**src/rtl/layer1_frame_sequencer.sv**
```systemverilog
// layer1_frame_sequencer
// Frame controller wrapped around the 8-channel first convolution layer.
// Each frame it clears the layer, streams IMG_WIDTH*IMG_HEIGHT pixels in,
// forwards (IMG_WIDTH-2)*(IMG_HEIGHT-2) result beats out, then pulses done.
// Extra or unexpected layer beats raise err_overrun. A stalled drain
// raises err_timeout.
module layer1_frame_sequencer #(
    parameter int unsigned DATA_WIDHT    = 32,
    parameter int unsigned IMG_WIDTH     = 220,
    parameter int unsigned IMG_HEIGHT    = 220,
    parameter int unsigned CLR_CYCLES    = 2,
    parameter int unsigned DRAIN_TIMEOUT = 1024
) (
    input  logic                    clk,
    input  logic                    rst,
    input  logic                    start,
    output logic                    busy,
    output logic                    done,
    output logic                    err_timeout,
    output logic                    err_overrun,
    input  logic [DATA_WIDHT-1:0]   src_data,
    input  logic                    src_valid,
    output logic                    src_ready,
    output logic                    layer_rst,
    output logic [DATA_WIDHT-1:0]   layer_data,
    output logic                    layer_valid,
    input  logic [DATA_WIDHT*8-1:0] layer_dout,
    input  logic                    layer_vout,
    output logic [DATA_WIDHT*8-1:0] sink_data,
    output logic                    sink_valid,
    output logic                    sink_last
);

    localparam int unsigned N_IN  = IMG_WIDTH * IMG_HEIGHT;
    localparam int unsigned N_OUT = (IMG_WIDTH - 2) * (IMG_HEIGHT - 2);
    localparam int unsigned CNT_W = $clog2(N_IN + 1);
    localparam int unsigned CLR_W = $clog2(CLR_CYCLES + 1);
    localparam int unsigned TO_W  = $clog2(DRAIN_TIMEOUT + 1);

    typedef enum logic [2:0] {
        IDLE,
        CLEAR,
        FEED,
        DRAIN,
        DONE
    } state_t;

    state_t             state;
    logic [CNT_W-1:0]   in_cnt;
    logic [CNT_W-1:0]   out_cnt;
    logic [CLR_W-1:0]   clr_cnt;
    logic [TO_W-1:0]    to_cnt;

    logic xfer;
    logic in_last;
    logic beat_ok;
    logic beat_last;

    // Handshake and beat qualification for the current cycle
    always_comb begin
        xfer      = src_valid && src_ready;
        in_last   = xfer && (in_cnt == CNT_W'(N_IN - 1));
        beat_ok   = layer_vout && ((state == FEED) || (state == DRAIN))
                    && (out_cnt != CNT_W'(N_OUT));
        beat_last = beat_ok && (out_cnt == CNT_W'(N_OUT - 1));
    end

    // Frame FSM with registered outputs, counters and datapath registers
    always_ff @(posedge clk) begin
        if (!rst) begin
            state       <= IDLE;
            busy        <= 1'b0;
            done        <= 1'b0;
            err_timeout <= 1'b0;
            err_overrun <= 1'b0;
            src_ready   <= 1'b0;
            layer_rst   <= 1'b0;
            layer_data  <= '0;
            layer_valid <= 1'b0;
            sink_data   <= '0;
            sink_valid  <= 1'b0;
            sink_last   <= 1'b0;
            in_cnt      <= '0;
            out_cnt     <= '0;
            clr_cnt     <= '0;
            to_cnt      <= '0;
        end else begin
            done        <= 1'b0;
            layer_valid <= 1'b0;
            sink_valid  <= 1'b0;
            sink_last   <= 1'b0;

            // Output side is evaluated in every state; beats outside the
            // frame window or beyond N_OUT are dropped and flagged.
            if (layer_vout) begin
                if (beat_ok) begin
                    sink_data  <= layer_dout;
                    sink_valid <= 1'b1;
                    sink_last  <= beat_last;
                    out_cnt    <= out_cnt + 1'b1;
                end else begin
                    err_overrun <= 1'b1;
                end
            end

            case (state)
                IDLE: begin
                    layer_rst <= 1'b1;
                    if (start) begin
                        state       <= CLEAR;
                        busy        <= 1'b1;
                        layer_rst   <= 1'b0;
                        err_timeout <= 1'b0;
                        err_overrun <= 1'b0;
                        in_cnt      <= '0;
                        out_cnt     <= '0;
                        to_cnt      <= '0;
                        clr_cnt     <= CLR_W'(CLR_CYCLES - 1);
                    end
                end
                CLEAR: begin
                    if (clr_cnt == '0) begin
                        state     <= FEED;
                        layer_rst <= 1'b1;
                        src_ready <= 1'b1;
                    end else begin
                        clr_cnt <= clr_cnt - 1'b1;
                    end
                end
                FEED: begin
                    if (xfer) begin
                        layer_data  <= src_data;
                        layer_valid <= 1'b1;
                        in_cnt      <= in_cnt + 1'b1;
                    end
                    // Final output beat takes priority over the final input.
                    if (beat_last) begin
                        state     <= DONE;
                        src_ready <= 1'b0;
                    end else if (in_last) begin
                        state     <= DRAIN;
                        src_ready <= 1'b0;
                        to_cnt    <= '0;
                    end
                end
                DRAIN: begin
                    if (beat_last) begin
                        state <= DONE;
                    end else if (layer_vout) begin
                        to_cnt <= '0;
                    end else begin
                        to_cnt <= to_cnt + 1'b1;
                        if (to_cnt == TO_W'(DRAIN_TIMEOUT - 1)) begin
                            err_timeout <= 1'b1;
                            state       <= DONE;
                        end
                    end
                end
                DONE: begin
                    done  <= 1'b1;
                    busy  <= 1'b0;
                    state <= IDLE;
                end
                default: begin
                    state <= IDLE;
                end
            endcase
        end
    end

endmodule
```
**config.mk**
```make
export PLATFORM = sky130hd
export DESIGN_NAME = layer1_frame_sequencer
export DESIGN_NICKNAME = d
export VERILOG_FILES = /design/src/rtl/layer1_frame_sequencer.sv
export SDC_FILE = /design/constraint.sdc
export NUM_CORES = 1
export LEC_CHECK = 0
export ABC_CLOCK_PERIOD_IN_PS = 2200
export CORE_AREA = 2 2 232 234
export DETAILED_ROUTE_END_ITERATION = 10
export DIE_AREA = 0 0 234 236
export GPL_TIMING_DRIVEN = 0
export PLACE_DENSITY_LB_ADDON = 0.08
export SLEW_MARGIN = 20
export SYNTH_ARGS = -nofsm -noshare
export SYNTH_HDL_FRONTEND = slang
export SYNTH_SLANG_ARGS = --single-unit
export TNS_END_PERCENT = 5
```
**constraint.sdc**
```tcl
create_clock -name clk -period 2.2 [get_ports clk]
set_input_delay 0.33 -clock clk [delete_from_list [all_inputs] [get_ports clk]]
set_output_delay 0.33 -clock clk [all_outputs]
set_load 0.005 [all_outputs]
```
==> results of run 1 <==
## placed cells by master, fill, tap and decap left out, types with 6 or more instances in the layout
cell type | Yosys | final
nand4_1 | 8 | 8
clkdlybuf4s50_1 | 0 | 589
o211ai_1 | 8 | 8
o21ai_0 | 13 | 13
clkbuf_2 | 1 | 13
nand3_1 | 18 | 18
dfxtp_1 | 345 | 343
buf_6 | 1 | 6
nor2_1 | 41 | 41
or4_1 | 7 | 7
nor3_1 | 14 | 14
xnor2_1 | 13 | 13
and3_1 | 7 | 7
buf_4 | 3 | 17
clkbuf_8 | 0 | 12
clkbuf_1 | 68 | 54
diode_2 | 0 | 7
nand2_1 | 612 | 612
inv_1 | 9 | 9
clkbuf_16 | 0 | 43
buf_2 | 35 | 26
a31oi_1 | 8 | 8
a21oi_1 | 304 | 304
## critical path, stage by stage (launching register included)
cell	delay, ns
dfxtp_2	0.35
nor4b_4	0.28
nand4_1	0.23
buf_4	0.21
or3_1	0.35
buf_2	0.18
and3_4	0.17
buf_6	0.14
a211oi_2	0.16
## routing by layer
layer  GRT usage, %  up-vias
met1           21.2     5969
met4           5.83        8
met2           32.2      358
li1               -     6482
met5              0        -
met3           6.56       63
## worst paths after layout
| path | startpoint | to | slack (ns) | cells past startpoint |
|---|---|---|---|---|
| worst max-delay path | out_cnt[9] | to_cnt[2] | 0.05 | 8 |
| worst min-delay path | layer_dout[195] | sink_data[195] | 0.31 | 3 |
| worst max register to register | out_cnt[9] | to_cnt[2] | 0.05 | 8 |
| worst min register to register | sink_data[146] | sink_data[146] | 0.45 | 2 |
## power by group
part           leakage [nW]  switching (mW)  internal, mW
combinational          3.58            1.38          1.52
clock                 0.685            2.79          4.22
sequential             2.79           0.207          6.64
## timing repair
item / 4_1_cts / 5_1_grt
setup endpoints to repair: 322 / 300
pin swaps: 1 / 3
setup buffers: 0 / 1
gates resized for setup: 25 / 82
## through the flow
step,hold WS [ns],utilization (%),worst slack (ns),total power [mW]
after detailed placement,0.446,36.4,-1.21,9.86
after CTS,0.264,39.1,-0.0309,17.0
final,0.306,39.3,0.0470,16.8
after global placement,0.441,36.4,-1.19,9.85
after floorplan,0.439,-,0.435,8.06
after global routing,0.291,39.3,-0.0863,17.6
## cells by family after synthesis
group           Yosys count
fa+ha+maj                 5
xor+xnor                 17
flops                   345
compound gates          356
simple gates            738
buf+inv                 122
mux                       1
## registers in the layout, summed over array words and instances (netlist names), 2 cells and up
signal      count
to_cnt         11
out_cnt        16
clr_cnt         2
layer_data     32
sink_data     256
in_cnt         16
state           3
## area by class of cell
cell class	count	area [sq um]
diodes	7	17.5
plain buffers	113	619
clock buffers	65	1280
clock inverters	9	103
fillers	5448	32200
inverters	9	33.8
multi-input cells	1117	5140
flip-flops and latches	345	6910
well taps	696	871
repair buffers	590	5900
==> run metrics, run 1 <==
Post-Layout Cell Count=between 2000 and 3000; Max clock buf depth=3; Clock Skew=approximately 0.024 ns; ys async rst share=0%; Max-Cap Viols=0; H-tree depth=2; Yosys top cell by area=dfxtp_1; die area=about 55000 sq um; dominant cell by count in the synthesized netlist=nand2_1; Post-synth EDFFs=0; Die Ht=236 microns; count of final setup violators=0; Syn Nets=around 1900; post-synth top area share=about 55%; Clock transition at path regs=~0.06 ns; First-pass DRT Iterations=5; fin crit share=a little over nine tenths; setup TNS=0 ns; multiplexer share of the synthesized area=0.0798%; CP Class=flip-flop to flip-flop; P per Cell Area=803 nW/um^2; max-slew violations=0; # DRC=0; clk_lat worst skew=0.57 ns; Mapped Avg Cell Area=roughly 7.9 sq um; Hold Crit Class=input port to flip-flop; total track usage=around a fifth; unrepaired setup endpoints after global routing=yes; largest family of logic cells by synthesized area=simple AND/OR/NAND/NOR gates; vias in the first global route=roughly 13000; DR top layer=met5; crit-path max FO=10; TritonCTS clock tree=built; Critical Path AT=around 2.6 ns; largest net degree at the start of global routing=13; maximum VDD drop=between 0.0005 and 0.0006 V; register area share after synthesis=a little under three fifths; Die Wd=about 230 microns; Cells after Synth=about 1600; dpl hpwl=roughly 41 mm; final hold violations=0; xor/xnor cell area share of the yosys netlist=under 10%; cts hold-fix bufs=0; number of synthesized register bits=~350; Ys Warns=0; antenna-violating nets left=0; layout cells sized above 1=6.49%; Post-DP Area=just under 20000 sq um; Routed met3 length=4.53 mm; Relative slew margins=between 50 and 60%; status=finished clean; # rows=85; adder-cell share of the synthesized area=0.499%; Simple-Gate Fraction of Synth Area=23.8%; TritonCTS buffer count=42; number of port buffers=between 500 and 600; GR Overflow Total=0; P_leak=approximately 7.0 nW; CP endpoint kind=flip-flop; final wirelength=53.2 mm; Period minus WS final=around 2.2 ns; core area=53100 sq um; worst-margin pin slew=roughly 0.74 ns; Primary FF master, synth=dfxtp_1; Post-Syn Area=12500 sq um; Initial Util=between 20% and 30%; Cell variety after synth=between 50 and 60; Worst Path Required=roughly 2.7 ns; Synth-to-Final Area Change=66.5%; Synth top cells by count=nand2_1 (612), dfxtp_1 (345), a21oi_1 (304); largest cells by area after synthesis=dfxtp_1 (55%), nand2_1 (18%), a21oi_1 (12%), clkbuf_1 (2.0%), buf_2 (1.4%); Max Clk Rate=between 400 and 500 MHz; Ports=590; wire length of the first global-routing pass=about 78 mm; placed cells=roughly 2900; gpl congestion=between 0.8 and 0.9; Via density=between 4 and 5; root buffer cell=clkbuf_16; post-synthesis compound-gate area fraction=15.1%; antenna violations before repair=11; Layout Nets=between 2000 and 3000; startpoint types=flip-flop; M1 wire length=20.8 mm; DR WL/cell=between 15 and 20 microns; Detailed Route Iter0 Violations=490; via count=12900; Final Cell Area=between 20000 and 25000 sq um; met2 wire len=about 27 mm; clk sinks=roughly 350
Note: power is estimated with default switching activity, not from simulation.
==> run 2: changes to the inputs <==
--- a/config.mk
+++ b/config.mk
@@ -9,7 +9,7 @@
 export CORE_AREA = 2 2 232 234
 export DETAILED_ROUTE_END_ITERATION = 10
 export DIE_AREA = 0 0 234 236
-export GPL_TIMING_DRIVEN = 0
+export GPL_TIMING_DRIVEN = 1
 export PLACE_DENSITY_LB_ADDON = 0.08
 export SLEW_MARGIN = 20
 export SYNTH_ARGS = -nofsm -noshare
==> run metrics, run 2 (synthesized netlist as in run 1, its figures left out) <==
status=finished clean (unchanged); Die Ht=236 microns (unchanged); Max clock buf depth=3 (unchanged); # rows=85 (unchanged); met2 wire len=24.5 mm (was 26.7 mm); Ports=590 (unchanged); Die Wd=234 microns (unchanged); Bufs and invs on worst path=1 (was 3); CP max stage cell=nor4_1 (was dfxtp_2); Relative slew margins=46.5% (was 50.8%); Detailed Route Iter0 Violations=443 (was 490); r2r setup slk=0.15 ns (was 0.05 ns); P per Cell Area=804 nW/um^2 (was 803 nW/um^2); CP endpoint kind=flip-flop (unchanged); Layout Nets=2467 (was 2516); gpl congestion=0.792 (was 0.822); max-slew violations=0 (unchanged); Final Core Density=39.7% (was 39.3%); final wirelength=49.6 mm (was 53.2 mm); Period minus WS final=2.05 ns (was 2.15 ns); fin crit share=93.2% (was 97.9%); number of port buffers=589 (unchanged); Via density=4.37 (was 4.36); core area=53100 sq um (unchanged); H-tree depth=2 (unchanged); logic gate share of total power=17.1% (was 17.3%); worst-margin pin slew=0.799 ns (was 0.736 ns); crit-path max FO=11 (was 10); Psw=4.34 mW (was 4.38 mW); final hold violations=0 (unchanged); hold path endpoint=layer_data[22] (was sink_data[195]); Max-Cap Viols=0 (unchanged); Reg2Reg Depth=7 (was 8); layout cells sized above 1=6.63% (was 6.49%); clk sinks=345 (unchanged); die area=55200 sq um (unchanged); Clock transition at path regs=0.06 ns (about the same); TritonCTS clock tree=built (unchanged); cts repair resizes=0 (was 25); cell internal pwr=12.6 mW (was 12.4 mW); commonest non-fill, non-tap cell in the layout=nand2_1 (unchanged); total track usage=17.3% (was 18.6%); CP Class=flip-flop to flip-flop (unchanged); Initial Util=23.6% (unchanged); P_leak=7.16 nW (was 7.05 nW); DR top layer=met5 (unchanged); count of final setup violators=0 (unchanged); biggest regs=sink_data: 256 flops, layer_data: 32 flops (unchanged); Routed met3 length=3.96 mm (was 4.53 mm); First-pass DRT Iterations=5 (unchanged); antenna-violating nets left=0 (unchanged); Synth-to-Final Area Change=68.2% (was 66.5%); startpoint types=flip-flop (unchanged); vias in the first global route=12400 (was 12500); placed cells=2821 (was 2869); Critical Path, Cell by Cell=ha_1 > nand3_1 > nor4_1 > buf_4 > a41o_1 > and3_4 > a311oi_1 (was nor4b_4 > nand4_1 > buf_4 > or3_1 > buf_2 > and3_4 > buf_6 > a211oi_2); largest net degree at the start of global routing=97 (was 13); register bank with the most flops=sink_data (unchanged); # DRC=0 (unchanged); cts hold-fix bufs=0 (unchanged); Clock Skew=0.0147 ns (was 0.0241 ns); Setup Buffers After CTS=0 (unchanged); dpl hpwl=36.2 mm (was 40.6 mm); clk_lat worst skew=0.56 ns (was 0.57 ns); antenna violations before repair=7 (was 11); WP depth=7 (was 8); commonest cells after routing, fill and taps aside=nand2_1 (612), clkdlybuf4s50_1 (589), dfxtp_1 (345) (was nand2_1 (612), clkdlybuf4s50_1 (589), dfxtp_1 (343)); GR Overflow Total=0 (unchanged); max reg flops=256 (unchanged); maximum VDD drop=0.000517 V (was 0.000535 V); R2R Path End=to_cnt[7] (was to_cnt[2]); Worst Path Required=2.63 ns (was 2.69 ns); Critical Path AT=2.48 ns (was 2.64 ns); sequential power share=40.5% (was 40.9%); hold_sp=src_data[22] (was layer_dout[195]); Hold Path Stages=3 (unchanged); DR WL/cell=17.1 microns (was 18.0 microns); Sw Ratio=25.6% (was 26.1%); wire length of the first global-routing pass=73.8 mm (was 77.7 mm); Post-Layout Cell Count=2899 (was 2951); M1 wire length=19.7 mm (was 20.8 mm); CP top delay family=simple AND/OR/NAND/NOR gates (unchanged); FF-to-FF Start=in_cnt[0] (was out_cnt[9]); max incr delay on CP=0.40 ns (was 0.35 ns); unrepaired setup endpoints after global routing=no (was yes); Max Clk Rate=488 MHz (was 464 MHz); via count=12700 (was 12900); root buffer cell=clkbuf_16 (unchanged); TritonCTS buffer count=42 (unchanged); Clk pwr share=42.4% (was 41.8%); Hold Crit Class=input port to flip-flop (unchanged)
-- run 2: layout make-up --
type                    instances  area (sq um)
multi-input cells            1117          5130
fillers                      5470         32000
diodes                          2          5.00
clock buffers                  57          1230
clock inverters                19           198
well taps                     696           871
repair buffers                654          6710
inverters                       9          41.3
flip-flops and latches        345          6910
-- run 2: worst max path at each step --
stage | startpoint | end
5_1_grt | in_cnt[0] | to_cnt[5]
6_report | in_cnt[0] | to_cnt[7]
2_1_floorplan | out_cnt[6] | to_cnt[10]
3_5_place_dp | start | out_cnt[9]
3_3_place_gp | start | out_cnt[5]
4_1_cts | in_cnt[0] | to_cnt[7]
-- run 2: per-layer routing --
metal | up-vias | track usage [%]
li1 | 6373 | -
met3 | 77 | 6.33
met1 | 5870 | 19.3
met4 | 8 | 5.83
met5 | - | 0
met2 | 342 | 30.0
-- run 2: power groups by stage --
stage / combinational [mW] / clock, mW / sequential, mW
6_report: 2.90 / 7.19 / 6.87
4_1_cts: 2.95 / 7.48 / 6.87
2_1_floorplan: 1.07 / 0 / 6.99
3_3_place_gp: 2.95 / 0 / 6.98
5_1_grt: 3.17 / 7.73 / 6.91
3_5_place_dp: 2.94 / 0 / 7.00
-- run 2: worst register-to-register path, cell delays in order (launching register included) --
cell,delay (ns)
dfxtp_1,0.39
ha_1,0.20
nand3_1,0.11
nor4_1,0.40
buf_4,0.19
a41o_1,0.22
and3_4,0.30
a311oi_1,0.11
-- run 2: stage by stage --
stage | hold WS (ns) | TNS [ns] | power [mW] | worst slack [ns] | cell area, sq um
after floorplan | 0.439 | 0 | 8.06 | 0.435 | 12500
after global placement | 0.441 | -0.00961 | 9.93 | -0.00961 | 19700
after detailed placement | 0.446 | 0 | 9.94 | 0.000210 | 19700
after CTS | 0.273 | 0 | 17.3 | 0.160 | 21100
after global routing | 0.298 | 0 | 17.8 | 0.0138 | 21100
final | 0.318 | 0 | 17.0 | 0.150 | 21100
==> run 3: changes to the inputs <==
--- a/config.mk
+++ b/config.mk
@@ -10,7 +10,7 @@
 export DETAILED_ROUTE_END_ITERATION = 10
 export DIE_AREA = 0 0 234 236
 export GPL_TIMING_DRIVEN = 1
-export PLACE_DENSITY_LB_ADDON = 0.08
+export PLACE_DENSITY = 0.59
 export SLEW_MARGIN = 20
 export SYNTH_ARGS = -nofsm -noshare
 export SYNTH_HDL_FRONTEND = slang
==> run metrics, run 3 (synthesized netlist as in run 1, its figures left out) <==
crit path from=out_cnt[6] (was in_cnt[0]); # DRC=0 (unchanged); Max Clk Rate=499 MHz (was 488 MHz); Hold Crit Class=input port to flip-flop (unchanged); maximum VDD drop=0.000696 V (was 0.000517 V); dpl hpwl=33.9 mm (was 36.2 mm); wire length of the first global-routing pass=69.3 mm (was 73.8 mm); logic gate share of total power=17.4% (was 17.1%); clk_lat worst skew=0.54 ns (was 0.56 ns); setup TNS=0 ns (unchanged); hold_sp=layer_dout[24] (was src_data[22]); clk sinks=345 (unchanged); Critical Path, Cell by Cell=nor4b_2 > nand4_1 > buf_4 > o21ai_4 > buf_12 > buf_4 > nand2_1 > a21oi_1 (was ha_1 > nand3_1 > nor4_1 > buf_4 > a41o_1 > and3_4 > a311oi_1); Clk pwr share=40.5% (was 42.4%); Layout Nets=2470 (was 2467); Worst Path Required=2.67 ns (was 2.63 ns); met1 usage in global routing=18.4% (was 19.3%); largest net degree at the start of global routing=99 (was 97); final hold violations=0 (unchanged); antenna-violating nets left=0 (unchanged); Detailed Route Iter0 Violations=749 (was 443); TritonCTS buffer count=40 (was 42); H-tree depth=2 (unchanged); Psw=4.17 mW (was 4.34 mW); P per Cell Area=782 nW/um^2 (was 804 nW/um^2); unrepaired setup endpoints after global routing=no (unchanged); Clock Skew=0.0168 ns (was 0.0147 ns); Period minus WS final=2.00 ns (was 2.05 ns); crit-path max FO=32 (was 11); final wirelength=45.4 mm (was 49.6 mm); total track usage=15.8% (was 17.3%); GRT met2 Usage=27.1% (was 30.0%); fin crit share=91.0% (was 93.2%); count of final setup violators=0 (unchanged); Via density=4.43 (was 4.37); CP endpoint kind=flip-flop (unchanged); number of port buffers=589 (unchanged); cts repair resizes=0 (unchanged); vias in the first global route=12500 (was 12400); CP Class=flip-flop to flip-flop (unchanged); sequential power share=42.1% (was 40.5%); r2r setup slk=0.20 ns (was 0.15 ns); cell internal pwr=12.2 mW (was 12.6 mW); layout cells sized above 1=6.45% (was 6.63%); Max clock buf depth=3 (unchanged); Hold Path Stages=3 (unchanged); via count=12800 (was 12700); Clock transition at path regs=0.06 ns (about the same); gpl congestion=0.899 (was 0.792); status=finished clean (unchanged); max reg flops=256 (unchanged); Initial Util=23.6% (unchanged); P_leak=7.08 nW (was 7.16 nW); Die Wd=234 microns (unchanged); Sw Ratio=25.5% (was 25.6%); DR WL/cell=15.7 microns (was 17.1 microns); Critical Path AT=2.47 ns (was 2.48 ns); grt met3 use=4.94% (was 6.33%); FF-to-FF Start=out_cnt[6] (was in_cnt[0]); Max-Cap Viols=0 (unchanged); Ports=590 (unchanged); Setup Buffers After CTS=0 (unchanged); Relative slew margins=63.8% (was 46.5%); Reg2Reg Depth=8 (was 7); cts hold-fix bufs=0 (unchanged); GR Overflow Total=0 (unchanged); register bank with the most flops=sink_data (unchanged); Synth-to-Final Area Change=66.9% (was 68.2%); biggest regs=sink_data: 256 flops, layer_data: 32 flops (unchanged); commonest non-fill, non-tap cell in the layout=nand2_1 (unchanged); core area=53100 sq um (unchanged); max incr delay on CP=0.35 ns (was 0.40 ns); commonest cells after routing, fill and taps aside=nand2_1 (612), clkdlybuf4s50_1 (589), dfxtp_1 (345) (unchanged); Post-Layout Cell Count=2897 (was 2899); hold path endpoint=sink_data[24] (was layer_data[22]); die area=55200 sq um (unchanged); placed cells=2826 (was 2821); worst-margin pin slew=0.543 ns (was 0.799 ns); First-pass DRT Iterations=5 (unchanged); root buffer cell=clkbuf_16 (unchanged); R2R Path End=sink_data[37] (was to_cnt[7]); Die Ht=236 microns (unchanged); busiest grt layer=met2 (unchanged); antenna violations before repair=1 (was 7); CP max stage cell=dfxtp_1 (was nor4_1); CP most frequent cell=buf_4; max-slew violations=0 (unchanged); TritonCTS clock tree=built (unchanged); # rows=85 (unchanged); Min Hold Slack=0.326 ns (was 0.318 ns); startpoint types=flip-flop (unchanged)
[run 3: cell types whose count changed in the layout (fill, tap and decap cells not counted)]
cell       delta
buf_12        -6
buf_4        +11
bufinv_16     -1
clkbuf_1      +3
clkbuf_16     -4
clkinv_2      -7
diode_2       -1
inv_6         +3
[run 3: power groups by stage]
stage               clock [mW]  sequential, mW  combinational (mW)
global placement             0            7.01                2.83
detailed placement           0            7.02                2.86
global route              7.12            6.94                3.10
finish                    6.62            6.89                2.84
floorplan                    0            6.99                1.07
CTS                       6.86            6.89                2.88
[run 3: how the worst max path moves through the flow]
stage,endpoint,slack [ns],cells after the start
floorplan,to_cnt[10],0.43,7
global placement,state[0],0.12,8
detailed placement,to_cnt[7],0.08,6
CTS,sink_data[9],0.17,8
global route,to_cnt[9],0.01,6
finish,sink_data[37],0.20,8
[run 3: worst max-delay path, delay by kind of cell, from the launching register on]
kind | cells | cell delay [ns]
flip-flops | 1 | 0.35
AO/OA/AOI/OAI | 2 | 0.34
buffers and inverters | 3 | 0.69
AND/OR/NAND/NOR | 3 | 0.50
[run 3: layout make-up]
class                      instances  area, sq um
fill                            5324        32100
sequential                       345         6910
multi-input combinational       1117         5130
antenna                            1         2.50
timing repair buffer             659         6670
clock buffer                      56         1140
inverter                           9         41.3
clock inverter                    14          159
tap                              696          871
[run 3: layer usage]
metal | routed length (microns) | vias up
met4 | 1370 | 2
met5 | 13 | -
met3 | 3540 | 81
met1 | 18300 | 5943
met2 | 22200 | 429
li1 | - | 6379
[run 3: through the flow]
| step | utilization (%) | instance area (sq um) | worst slack, ns | power, mW |
|---|---|---|---|---|
| 4_1_cts | 39.4 | 20900 | 0.173 | 16.6 |
| 6_report | 39.4 | 20900 | 0.197 | 16.4 |
| 5_1_grt | 39.4 | 20900 | 0.0106 | 17.2 |
| 3_5_place_dp | 37.0 | 19600 | 0.0771 | 9.88 |
| 3_3_place_gp | 37.0 | 19600 | 0.124 | 9.84 |
| 2_1_floorplan | - | 12500 | 0.435 | 8.06 |
